<file path="config.mk">
export PLATFORM = sky130hd
export DESIGN_NAME = uart_tx_channel
export DESIGN_NICKNAME = d
export VERILOG_FILES = /design/src/rtl/uart_tx_channel.sv
export SDC_FILE = /design/constraint.sdc
export NUM_CORES = 1
export LEC_CHECK = 0
export ABC_AREA = 0
export BUFFER_PORTS_ARGS = -buffer_cell sky130_fd_sc_hd__buf_4
export CAP_MARGIN = 15
export CORE_ASPECT_RATIO = 1.1
export CORE_UTILIZATION = 60
export CTS_BUF_LIST = sky130_fd_sc_hd__clkbuf_8
export DETAILED_ROUTE_END_ITERATION = 8
export PLACE_DENSITY_LB_ADDON = 0.12
export SYNTH_ARGS = -nofsm -noshare
export SYNTH_HDL_FRONTEND = slang
export SYNTH_SLANG_ARGS = --single-unit
</file>
<file path="constraint.sdc">
create_clock -name clk -period 3.2 [get_ports clk]
set_input_delay 0.32 -clock clk [delete_from_list [all_inputs] [get_ports clk]]
set_output_delay 0.32 -clock clk [all_outputs]
set_load 0.05 [all_outputs]
</file>
<file path="src/rtl/uart_tx_channel.sv">
// Transmit datapath for one UART channel: byte FIFO fed by TDR writes, serialiser
// producing 8-bit frames with optional parity and one or two stop bits.
module uart_tx_channel #(
  parameter int FIFO_DEPTH = 16,
  parameter int FIFO_AW    = 4,
  parameter int DIV_W      = 16
) (
  input  logic               clk,
  input  logic               rst_n,
  input  logic               tx_write,
  input  logic [7:0]         tdr,
  input  logic               tx_reset,
  input  logic               sr_read,
  input  logic [DIV_W-1:0]   baud_div,
  input  logic               parity_en,
  input  logic               parity_odd,
  input  logic               two_stop,
  output logic               txd,
  output logic [FIFO_AW:0]   tx_count,
  output logic               tx_empty,
  output logic               tx_full,
  output logic               tx_idle,
  output logic               tx_overrun
);

  localparam logic [2:0] S_IDLE   = 3'd0;
  localparam logic [2:0] S_START  = 3'd1;
  localparam logic [2:0] S_DATA   = 3'd2;
  localparam logic [2:0] S_PARITY = 3'd3;
  localparam logic [2:0] S_STOP   = 3'd4;

  localparam logic [FIFO_AW:0] COUNT_FULL = (FIFO_AW+1)'(FIFO_DEPTH);

  logic [7:0]         mem [FIFO_DEPTH];
  logic [FIFO_AW-1:0] wr_ptr;
  logic [FIFO_AW-1:0] rd_ptr;
  logic [2:0]         state;
  logic [7:0]         shift_q;
  logic [2:0]         bit_cnt;
  logic [DIV_W-1:0]   baud_cnt;
  logic [DIV_W-1:0]   div_q;
  logic               par_en_q;
  logic               par_bit_q;
  logic               two_stop_q;
  logic               push;
  logic               pop;
  logic               overrun_set;
  logic               baud_end;

  assign tx_empty = (tx_count == '0);
  assign tx_full  = (tx_count == COUNT_FULL);
  assign tx_idle  = tx_empty && (state == S_IDLE);

  // A pop frees a slot in the same cycle, so a full FIFO still accepts a write then.
  assign pop         = !tx_reset && (state == S_IDLE) && !tx_empty;
  assign push        = !tx_reset && tx_write && (!tx_full || pop);
  assign overrun_set = !tx_reset && tx_write && tx_full && !pop;
  assign baud_end    = (baud_cnt == div_q - DIV_W'(1));

  // NOTE: FIFO storage has no reset; pointers and count alone decide which entries are valid.
  always_ff @(posedge clk) begin
    if (push) mem[wr_ptr] <= tdr;
  end

  always_ff @(posedge clk or negedge rst_n) begin
    if (!rst_n) begin
      wr_ptr   <= '0;
      rd_ptr   <= '0;
      tx_count <= '0;
    end else if (tx_reset) begin
      wr_ptr   <= '0;
      rd_ptr   <= '0;
      tx_count <= '0;
    end else begin
      if (push) wr_ptr <= wr_ptr + FIFO_AW'(1);
      if (pop)  rd_ptr <= rd_ptr + FIFO_AW'(1);
      case ({push, pop})
        2'b10:   tx_count <= tx_count + (FIFO_AW+1)'(1);
        2'b01:   tx_count <= tx_count - (FIFO_AW+1)'(1);
        default: tx_count <= tx_count;
      endcase
    end
  end

  always_ff @(posedge clk or negedge rst_n) begin
    if (!rst_n)           tx_overrun <= 1'b0;
    else if (tx_reset)    tx_overrun <= 1'b0;
    else if (overrun_set) tx_overrun <= 1'b1;
    else if (sr_read)     tx_overrun <= 1'b0;
  end

  // txd is loaded with the level of the state being entered, so it is a pure register.
  always_ff @(posedge clk or negedge rst_n) begin
    if (!rst_n) begin
      state      <= S_IDLE;
      txd        <= 1'b1;
      shift_q    <= '0;
      bit_cnt    <= '0;
      baud_cnt   <= '0;
      div_q      <= DIV_W'(1);
      par_en_q   <= 1'b0;
      par_bit_q  <= 1'b0;
      two_stop_q <= 1'b0;
    end else if (tx_reset) begin
      state    <= S_IDLE;
      txd      <= 1'b1;
      bit_cnt  <= '0;
      baud_cnt <= '0;
    end else begin
      if (state != S_IDLE) baud_cnt <= baud_end ? '0 : baud_cnt + DIV_W'(1);
      case (state)
        S_IDLE: begin
          if (pop) begin
            state      <= S_START;
            txd        <= 1'b0;
            shift_q    <= mem[rd_ptr];
            par_bit_q  <= (^mem[rd_ptr]) ^ parity_odd;
            par_en_q   <= parity_en;
            two_stop_q <= two_stop;
            div_q      <= (baud_div == '0) ? DIV_W'(1) : baud_div;
            bit_cnt    <= '0;
            baud_cnt   <= '0;
          end
        end
        S_START: begin
          if (baud_end) begin
            state <= S_DATA;
            txd   <= shift_q[0];
          end
        end
        S_DATA: begin
          if (baud_end) begin
            shift_q <= shift_q >> 1;
            bit_cnt <= bit_cnt + 3'd1;
            if (bit_cnt == 3'd7) begin
              if (par_en_q) begin
                state <= S_PARITY;
                txd   <= par_bit_q;
              end else begin
                state <= S_STOP;
                txd   <= 1'b1;
              end
            end else begin
              txd <= shift_q[1];
            end
          end
        end
        S_PARITY: begin
          if (baud_end) begin
            state   <= S_STOP;
            txd     <= 1'b1;
            bit_cnt <= '0;
          end
        end
        S_STOP: begin
          if (baud_end) begin
            if (two_stop_q && bit_cnt == 3'd0) begin
              bit_cnt <= 3'd1;
            end else begin
              state   <= S_IDLE;
              txd     <= 1'b1;
              bit_cnt <= '0;
            end
          end
        end
        default: begin
          state <= S_IDLE;
          txd   <= 1'b1;
        end
      endcase
    end
  end

endmodule
</file>
==> out/metrics.yaml, run 1 <==
timing.rr.start: "div_q[1]$_DFFE_PN0P_"
crit_slowest_cell: "dfrtp_1"
path_delay_family: "simple AND/OR/NAND/NOR gates"
finClkSkew_ns: 0.0125
grt_pass1_vias: 5534
cellLeakagePower_nw: 3.82
slew_viol_final: 0
cp-start-kind: "register"
r2r_slack_ns: 0.16
drc: 0
syn_nets: 734
synthXorXnorAreaFrac_pct: 5.09
drive_above_1_share_pct: 18.5
core_area_mm2: 0.0144
cp.required_ns: 3.55
ys_ff_latch: 192
io_buffers: 41
synth_compound_area_share_pct: 7.41
gp_congestion: 0.856
postSynth.asyncResetShare_pct: 33.3
p_total_mw: 7.64
drtAntennaViolNets: 0
fin_tns_setup_ns: 0
die-area_mm2: 0.0153
drt-initial-drc-count: 359
fillers: 1063
cp.depth: 11
ys.flop_type: "edfxtp_1"
critical_path_class: "reg2reg"
slew_headroom_pct: 46.9
outcome: "complete, no violations"
hold_depth: 3
cp_max_fo: 8
yosys-mux-area-fraction_pct: 9.59
vdd_ir_drop_max_v: 0.000451
n_antenna_cell: 0
initial_core_util_pct: 61.5
cp-end-kind: "register"
cts_made_buffers: 17
finalSetupViolCount: 0
num_rows: 46
path_cells: "inv_1 -> ha_1 -> nor2b_2 -> nand3_1 -> mux2i_1 -> a2111oi_2 -> o2111a_2 -> a21oi_1 -> or4_1 -> buf_4 -> mux2_4"
finalHoldViolCount: 0
first_pass_iters: 5
hp-start: "two_stop"
track_usage_pct: 24.9
cts_max_level: 4
overflow: 0
cts_tree: "built"
grt_pass1_wl_mm: 28.7
wl_per_cell_um: 19.0
cts_sinks: 192
dieHeight_um: 130
die_w_um: 118
synth-edff-count: 128
clk_path_buf_depth: 2
num_vias: 5560
rsz0062_at_grt: "false"
ctsRootBufferMaster: "clkbuf_8"
ys_types: 59
routed_via_density: 5.89
nets: 785
r2r-end: "shift_q[2]$_DFFE_PN0P_"
period_needed_ns: 3.04
grt_max_degree: 65
worst-r2r-cell-count: 11
synth_cells: 688
avgSynthCellArea_um2: 12.9
finalCritPeriodShare_pct: 95.1
yosys.area_share.simple_pct: 11.9
synthAdderAreaFrac_pct: 2.06
yosys_warnings: 0
max_freq_mhz: 329
cap_viol_max_count: 0
antenna_found_initial: 0
io_pins: 42
routed_wl_mm: 17.9
path_buf_inv: 2
area_delta_synth_final_pct: 11.5
worst_hold_path.endpoint: "two_stop_q$_DFFE_PN0P_"
cp_slowest_stage_delay_ns: 0.43
syn-cell-area_mm2: 0.00888
seq_area_frac_synth_pct: 61.3
hp-class: "in2reg"
hpwl_mm: 12.7
worst_ep_arrival_time_ns: 3.39
synth_top_family_by_area: "simple AND/OR/NAND/NOR gates"
clkTransAtPathRegs_ns: 0.10
worst_pin_slew_ns: 0.796
pwr_density_cell_mw_per_mm2: 771
clock_latency_ns: 0.46
state kept, by name, summed over array words and instances, names as in the netlist:
name,count
wr_ptr,4
shift_q,8
par_en_q,1
tx_count,5
div_q,16
rd_ptr,4
txd,1
baud_cnt,16
state,3
bit_cnt,3
par_bit_q,1
mem,128
tx_overrun,1
two_stop_q,1
cells in the final DEF (no fill, tap or decap), types with 10 or more instances in the layout:
master	Yosys	layout
a21oi_1	15	15
a221oi_1	16	16
and2_1	14	14
buf_4	0	66
clkbuf_8	0	17
dfrtp_1	62	61
edfxtp_1	128	128
ha_1	13	13
inv_1	18	18
mux2i_1	33	33
mux4_2	16	16
nand2_1	80	80
nand3_1	10	10
nor2_1	49	49
nor3_1	10	10
o21ai_0	20	20
xnor2_1	23	23
xor2_1	26	26
where the power goes:
part | leakage (nW) | internal, mW | switching, mW
registers | 1.98 | 2.93 | 0.334
clock network | 0.194 | 0.639 | 0.881
logic | 1.64 | 1.30 | 1.55
total | 3.82 | 4.87 | 2.77
cells in the mapped netlist (13+ instances only):
cell type	instances	share of area (%)
edfxtp_1	128	43
nand2_1	80	3.4
dfrtp_1	62	17
nor2_1	49	2.1
mux2i_1	33	3.7
clkbuf_1	26	1.1
xor2_1	26	2.6
xnor2_1	23	2.3
o21ai_0	20	1.1
inv_1	18	0.76
a221oi_1	16	1.6
mux4_2	16	4.1
a21oi_1	15	0.85
and2_1	14	0.99
ha_1	13	1.8
tightest hold or removal path, stage by stage:
cell and delay, ns:
buf_4 0.08, nand2_1 0.04, nand2_1 0.05
through the flow:
step | setup WS (ns) | util, % | cell area (µm²) | hold WS (ns) | std cells
floorplan | 0.233 | - | 8880 | 0.0244 | 688
global placement | 0.0550 | 65.5 | 9470 | 0.449 | 909
detailed placement | 0.0381 | 65.5 | 9470 | 0.459 | 909
CTS | 0.000843 | 68.3 | 9870 | 0.0260 | 943
global route | 0.00412 | 68.5 | 9900 | 0.0406 | 944
finish | 0.157 | 68.5 | 9900 | 0.0475 | 944
worst max-delay path by stage:
stage | from | endpoint
after floorplan | div_q[2]$_DFFE_PN0P_ | shift_q[0]$_DFFE_PN0P_
after global placement | div_q[0]$_DFFE_PN1P_ | shift_q[5]$_DFFE_PN0P_
after detailed placement | div_q[0]$_DFFE_PN1P_ | shift_q[6]$_DFFE_PN0P_
after CTS | div_q[0]$_DFFE_PN1P_ | shift_q[2]$_DFFE_PN0P_
after global routing | div_q[0]$_DFFE_PN1P_ | shift_q[2]$_DFFE_PN0P_
final | div_q[1]$_DFFE_PN0P_ | shift_q[2]$_DFFE_PN0P_
what timing repair did:
item | 4_1_cts | 5_1_grt
hold buffers | 1 | 0
pin swaps | 1 | 2
setup buffers | 1 | 1
gates cloned | 0 | 0
endpoints found under the hold margin | 62 | 0
endpoints found under the setup margin | 7 | 8
gates resized for setup | 0 | 4
logic make-up after synthesis:
kind of cell / count (synthesis)
AOI/OAI and AO/OA: 96
xor gates and xnor gates: 50
adders and majority gates: 14
buffers and inverters: 55
DFF: 192
muxes: 61
and+or+nand+nor: 220
area by class of cell:
| class | count | area [µm²] | share of cell area (%) |
|---|---|---|---|
| multi-input combinational | 441 | 3220 | 32.6 |
| timing repair buffer | 68 | 526 | 5.31 |
| tap | 192 | 240 | 2.43 |
| sequential | 192 | 5450 | 55.0 |
| clock buffer | 17 | 234 | 2.36 |
| inverter | 19 | 71.3 | 0.720 |
| clock inverter | 15 | 155 | 1.57 |
routing by layer:
layer | GRT usage (%) | wire, µm
met1 | 31.7 | 7730
met2 | 43.5 | 9180
met3 | 3.92 | 645
met4 | 9.35 | 350
met5 | 0 | 0
No activity file was read; power rests on OpenSTA's default activity.
==> inputs of run 2 (changes only) <==
--- a/config.mk
+++ b/config.mk
@@ -8,7 +8,7 @@
 export ABC_AREA = 0
 export BUFFER_PORTS_ARGS = -buffer_cell sky130_fd_sc_hd__buf_4
 export CAP_MARGIN = 15
-export CORE_ASPECT_RATIO = 1.1
+export CORE_ASPECT_RATIO = 0.75
 export CORE_UTILIZATION = 60
 export CTS_BUF_LIST = sky130_fd_sc_hd__clkbuf_8
 export DETAILED_ROUTE_END_ITERATION = 8
==> run 2 against run 1 <==
Net effect:
- critical path depth decreased by 3
- routed wire length increased by 4.1%
- sequential power about the same
- flip-flop and latch count unchanged
- die area about the same
- cell area increased by 0.49%
- non-clock buffer count decreased by 3
- power increased by 2.7%
- worst hold slack improved by 0.0042 ns
- via count increased by 0.59%
- critical path type unchanged
- largest cell class unchanged
==> out/metrics.yaml, run 2 (same netlist as run 1, synthesis figures left out) <==
gp_congestion: 0.890  # +4.0%
fin_tns_setup_ns: 0  # unchanged
die-area_mm2: 0.0153  # about the same
final_common_cell: "edfxtp_1"
final_cells: 949  # +0.53%
slew_viol_final: 0  # unchanged
routed_wl_mm: 18.6  # +4.1%
wl_per_cell_um: 19.6  # +3.6%
track_usage_pct: 26.2  # +1.3 points
largest_reg_flops: 128  # unchanged
dpl_cell_area_mm2: 0.00945  # -0.13%
finalCritPeriodShare_pct: 95.5  # +0.35 points
finClkSkew_ns: 0.0166  # +0.00411 ns
drtAntennaViolNets: 0  # unchanged
io_pins: 42  # unchanged
worst_pin_slew_ns: 0.888  # +0.0914 ns
area_delta_synth_final_pct: 12.0
cts_sinks: 192  # unchanged
routed_via_density: 5.89  # about the same
dpl.cell_count: 914  # +0.55%
overflow: 0  # unchanged
regArea_mm2: 0.00545  # unchanged
drt-initial-drc-count: 519  # +45%
ctsRootBufferMaster: "clkbuf_8"
fillers: 1051  # -1.1%
mostFrequentLayoutCells: "128 x edfxtp_1, 80 x nand2_1, 63 x buf_4"
cts_tree: "built"
cp-start-kind: "register"
core_area_mm2: 0.0145  # about the same
num_vias: 5593  # +0.59%
n_antenna_cell: 0  # unchanged
nets: 782  # -0.38%
pwr_density_cell_mw_per_mm2: 788  # +2.2%
hpwl_mm: 12.8  # +0.68%
cap_viol_max_count: 0  # unchanged
final_util_pct: 68.8  # +0.30 points
comb_power_share_pct: 36.6  # -0.7 points
cp_max_fo: 8  # unchanged
grt_max_degree: 65  # unchanged
clock_latency_ns: 0.46  # about the same
cellLeakagePower_nw: 3.83  # +0.34%
p_int_mw: 5.07  # +4.0%
vdd_ir_drop_max_v: 0.000608  # +35%
drc: 0  # unchanged
dieHeight_um: 107  # -17%
die_w_um: 142  # +21%
slew_headroom_pct: 40.8  # -6.1 points
num_rows: 38  # -17%
postLayoutCellArea_mm2: 0.00995  # +0.49%
cts_made_buffers: 17  # unchanged
p_sw_mw: 2.77  # +0.31%
grt_pass1_wl_mm: 29.3  # +2.0%
regMostFlops: "mem"
io_buffers: 41  # unchanged
cp-end-kind: "register"
critical_path_class: "reg2reg"
max_freq_mhz: 327  # -0.37%
cts_max_level: 4  # unchanged
power.share.clock_pct: 22.0  # +2.1 points
clk_path_buf_depth: 2  # unchanged
top_regs: "mem x128, baud_cnt x16, div_q x16"
clkTransAtPathRegs_ns: 0.09  # about the same
initial_core_util_pct: 61.5  # about the same
hp-class: "in2reg"
first_pass_iters: 5  # unchanged
power_frac_seq_pct: 41.4  # -1.4 points
drive_above_1_share_pct: 18.6  # +0.074 points
grt_pass1_vias: 5389  # -2.6%
period_needed_ns: 3.05  # +0.0112 ns
finalHoldViolCount: 0  # unchanged
antenna_found_initial: 0  # unchanged
outcome: "complete, no violations"
worst_ep_arrival_time_ns: 3.40  # about the same
p_sw_share_pct: 35.4  # -0.84 points
cp.required_ns: 3.54  # about the same
finalSetupViolCount: 0  # unchanged
multi_input_area_mm2: 0.00324  # +0.35%
==> run 2: cell count changes in the layout (fill, tap and decap cells not counted), sizes merged <==
cell | previous run | this run
clkinv | 9 | 3
buf | 67 | 64
bufinv | 1 | 4
inv | 23 | 25
clkinvlp | 1 | 2
==> run 2: cell type report <==
type | instances | area share (%)
well taps | 200 | 2.52
clock inverters | 15 | 2.06
clock buffers | 17 | 2.35
flip-flops and latches | 192 | 54.8
repair buffers | 65 | 5.06
multi-input cells | 441 | 32.5
inverters | 19 | 0.717
==> run 2: per-layer routing <==
layer / track usage [%] / share of wire (%) / up-vias
li1: - / - / 2628
met1: 39.5 / 48 / 2772
met2: 38.1 / 45 / 168
met3: 5.96 / 6.0 / 25
met4: 7.83 / 1.7 / 0
met5: 0 / 0 / -
==> run 2: critical path: stages (launching register included) <==
cell      delay (ns)
dfrtp_1         0.44
or3_1           0.49
nor4b_2         0.31
o211ai_1        0.14
a22oi_1         0.27
o2111a_2        0.30
a21oi_1         0.08
or4_4           0.60
mux2_4          0.33
==> run 2: final timing paths <==
| kind | start | to | slack [ns] | depth (start not counted) |
|---|---|---|---|---|
| worst min-delay path | two_stop | two_stop_q$_DFFE_PN0P_ | 0.05 | 3 |
| max in group asynchronous | rst_n | rd_ptr[0]$_DFFE_PN0P_ | 2.12 | 2 |
| worst max register to register | div_q[1]$_DFFE_PN0P_ | shift_q[2]$_DFFE_PN0P_ | 0.15 | 8 |
| worst min register to register | par_bit_q$_DFFE_PN0P_ | par_bit_q$_DFFE_PN0P_ | 0.50 | 2 |
| min in group asynchronous | rst_n | baud_cnt[11]$_DFF_PN0_ | 0.49 | 2 |
| worst max-delay path | div_q[1]$_DFFE_PN0P_ | shift_q[2]$_DFFE_PN0P_ | 0.15 | 8 |
==> run 2: stage by stage <==
step / setup slack, ns / total power [mW] / hold slack, ns
after floorplan: 0.233 / 5.38 / 0.0244
after global placement: 0.0334 / 6.02 / 0.454
after detailed placement: -0.0677 / 6.09 / 0.465
after CTS: 0.0749 / 7.83 / 0.0306
after global routing: -0.00801 / 8.29 / 0.0415
final: 0.146 / 7.84 / 0.0517
==> run 2: repair_timing <==
item	CTS	global route
hold endpoints to repair	62	0
gates resized for setup	1	6
endpoints found under the setup margin	8	8
hold buffers	1	0
pin swaps	0	3
cloned	0	0
setup buffers	0	2
==> run 2: power by group through the flow <==
stage	logic (mW)	clock network (mW)	registers, mW
floorplan	2.09	0	3.29
global placement	2.75	0	3.27
detailed placement	2.81	0	3.28
CTS	2.83	1.76	3.24
global route	3.17	1.84	3.28
finish	2.87	1.73	3.24
==> inputs of run 3 (changes only) <==
--- a/config.mk
+++ b/config.mk
@@ -9,6 +9,7 @@
 export BUFFER_PORTS_ARGS = -buffer_cell sky130_fd_sc_hd__buf_4
 export CAP_MARGIN = 15
 export CORE_ASPECT_RATIO = 0.75
+export CORE_MARGIN = 1.5
 export CORE_UTILIZATION = 60
 export CTS_BUF_LIST = sky130_fd_sc_hd__clkbuf_8
 export DETAILED_ROUTE_END_ITERATION = 8
==> run 3 against run 2 <==
Net effect:
- die area grew 1.6%
- clock skew grew 0.0020 ns
- clock power shrank 3%
- critical path type unchanged
==> out/metrics.yaml, run 3 (same netlist as run 1, synthesis figures left out) <==
outcome: "complete, no violations"
io_buffers: 41  # unchanged
drtAntennaViolNets: 0  # unchanged
final_common_cell: "edfxtp_1"
die-area_mm2: 0.0156  # +1.6%
grt_max_degree: 65  # unchanged
largest_reg_flops: 128  # unchanged
dieHeight_um: 108  # +0.93%
pwr_density_cell_mw_per_mm2: 782  # -0.82%
cp-end-kind: "register"
finalSetupViolCount: 0  # unchanged
overflow: 0  # unchanged
critical_path_class: "reg2reg"
nets: 782  # unchanged
io_pins: 42  # unchanged
regMostFlops: "mem"
mostFrequentLayoutCells: "128 x edfxtp_1, 80 x nand2_1, 63 x buf_4"
final_cells: 949  # unchanged
clk_path_buf_depth: 2  # unchanged
clkTransAtPathRegs_ns: 0.10  # about the same
hp-class: "in2reg"
gp_congestion: 0.922  # +3.6%
area_delta_synth_final_pct: 11.6
drc: 0  # unchanged
routed_via_density: 5.87  # -0.32%
finalCritPeriodShare_pct: 96.9  # +1.4 points
rsz0062_at_grt: "false"
dpl.cell_count: 916  # +0.22%
grt_pass1_wl_mm: 28.9  # -1.5%
cp_max_fo: 8  # unchanged
fillers: 1069  # +1.7%
max_freq_mhz: 323  # -1.5%
cts_max_level: 4  # unchanged
clock_latency_ns: 0.48  # +0.02 ns
r2r_slack_ns: 0.10  # -0.05 ns
first_pass_iters: 5  # unchanged
cap_viol_max_count: 0  # unchanged
n_antenna_cell: 0  # unchanged
track_usage_pct: 25.4  # -0.81 points
hpwl_mm: 12.8  # about the same
pre_cts_slack_ns: -0.0877  # -0.0200 ns
routed_wl_mm: 18.5  # -0.76%
wl_per_cell_um: 19.5  # -0.76%
cts_sinks: 192  # unchanged
top_regs: "mem x128, baud_cnt x16, div_q x16"
layout_setup_ws_ns: 0.100  # -0.0453 ns
core_area_mm2: 0.0145  # unchanged
num_vias: 5575  # -0.32%
die_w_um: 143  # +0.70%
finalHoldViolCount: 0  # unchanged
cts_made_buffers: 17  # unchanged
grt_pass1_vias: 5287  # -1.9%
cp.required_ns: 3.56  # +0.02 ns
ctsRootBufferMaster: "clkbuf_8"
vdd_ir_drop_max_v: 0.000614  # +0.87%
cellLeakagePower_nw: 3.83  # -0.12%
period_needed_ns: 3.10  # +0.0453 ns
cp-start-kind: "register"
slew_viol_final: 0  # unchanged
drt-initial-drc-count: 555  # +6.9%
cts_tree: "built"
drive_above_1_share_pct: 18.4  # -0.13 points
slew_headroom_pct: 43.2  # +2.4 points
worst_pin_slew_ns: 0.852  # -0.0355 ns
initial_core_util_pct: 61.5  # unchanged
antenna_found_initial: 0  # unchanged
num_rows: 38  # unchanged
worst_ep_arrival_time_ns: 3.46  # +0.06 ns
cts_setup_buffers: 0  # unchanged
finClkSkew_ns: 0.0186  # +0.00198 ns
## run 3: layout make-up
class                      count  area, µm²  area share (%)
inverter                      19       71.3           0.719
sequential                   192       5450            54.9
clock inverter                15        186            1.88
timing repair buffer          65        503            5.07
clock buffer                  17        234            2.36
tap                          200        250            2.52
multi-input combinational    441       3220            32.5
## run 3: repair_timing
item,in CTS,in global routing
gates resized for setup,1,3
setup endpoints to repair,8,8
hold buffers,1,0
hold endpoints to repair,62,0
## run 3: worst max-delay path, stage by stage (launching register included)
cell      delay (ns)
dfstp_2         0.59
inv_1           0.07
ha_1            0.30
xor2_1          0.16
o211ai_1        0.11
a211o_1         0.29
nor4_2          0.23
o2111a_2        0.29
a21oi_1         0.08
or4_4           0.53
mux2_4          0.33
## run 3: path summary, 6_finish.rpt
kind / start / to / depth (start not counted)
setup / recovery: div_q[0]$_DFFE_PN1P_ / shift_q[1]$_DFFE_PN0P_ / 10
hold / removal: two_stop / two_stop_q$_DFFE_PN0P_ / 3
setup reg to reg: div_q[0]$_DFFE_PN1P_ / shift_q[1]$_DFFE_PN0P_ / 10
hold reg to reg: par_bit_q$_DFFE_PN0P_ / par_bit_q$_DFFE_PN0P_ / 2
max in group asynchronous: rst_n / rd_ptr[0]$_DFFE_PN0P_ / 2
min in group asynchronous: rst_n / baud_cnt[14]$_DFF_PN0_ / 2
## run 3: metal layers
layer | track usage, % | vias to the layer above | wire (µm)
met3 | 5.36 | 19 | 1110
met2 | 36.3 | 167 | 8160
met5 | 0 | - | 0
li1 | - | 2632 | -
met4 | 7.07 | 0 | 198
met1 | 39.5 | 2757 | 9030
## run 3: where the power goes
group	switching (mW)	total, mW	leakage, nW	internal, mW
logic	1.57	2.84	1.63	1.26
registers	0.308	3.24	1.98	2.93
clock network	0.938	1.68	0.216	0.738
total	2.82	7.75	3.83	4.93
## run 3: per-stage QoR
step	utilization (%)	power (mW)	hold slack [ns]	instance area [µm²]	setup TNS, ns
2_1_floorplan	-	5.38	0.0244	8880	0
3_3_place_gp	65.5	6.04	0.457	9470	0
3_5_place_dp	65.5	6.09	0.459	9470	-0.619
4_1_cts	68.5	7.77	0.0156	9900	0
5_1_grt	68.6	8.18	0.0338	9920	0
6_report	68.6	7.75	0.0425	9920	0
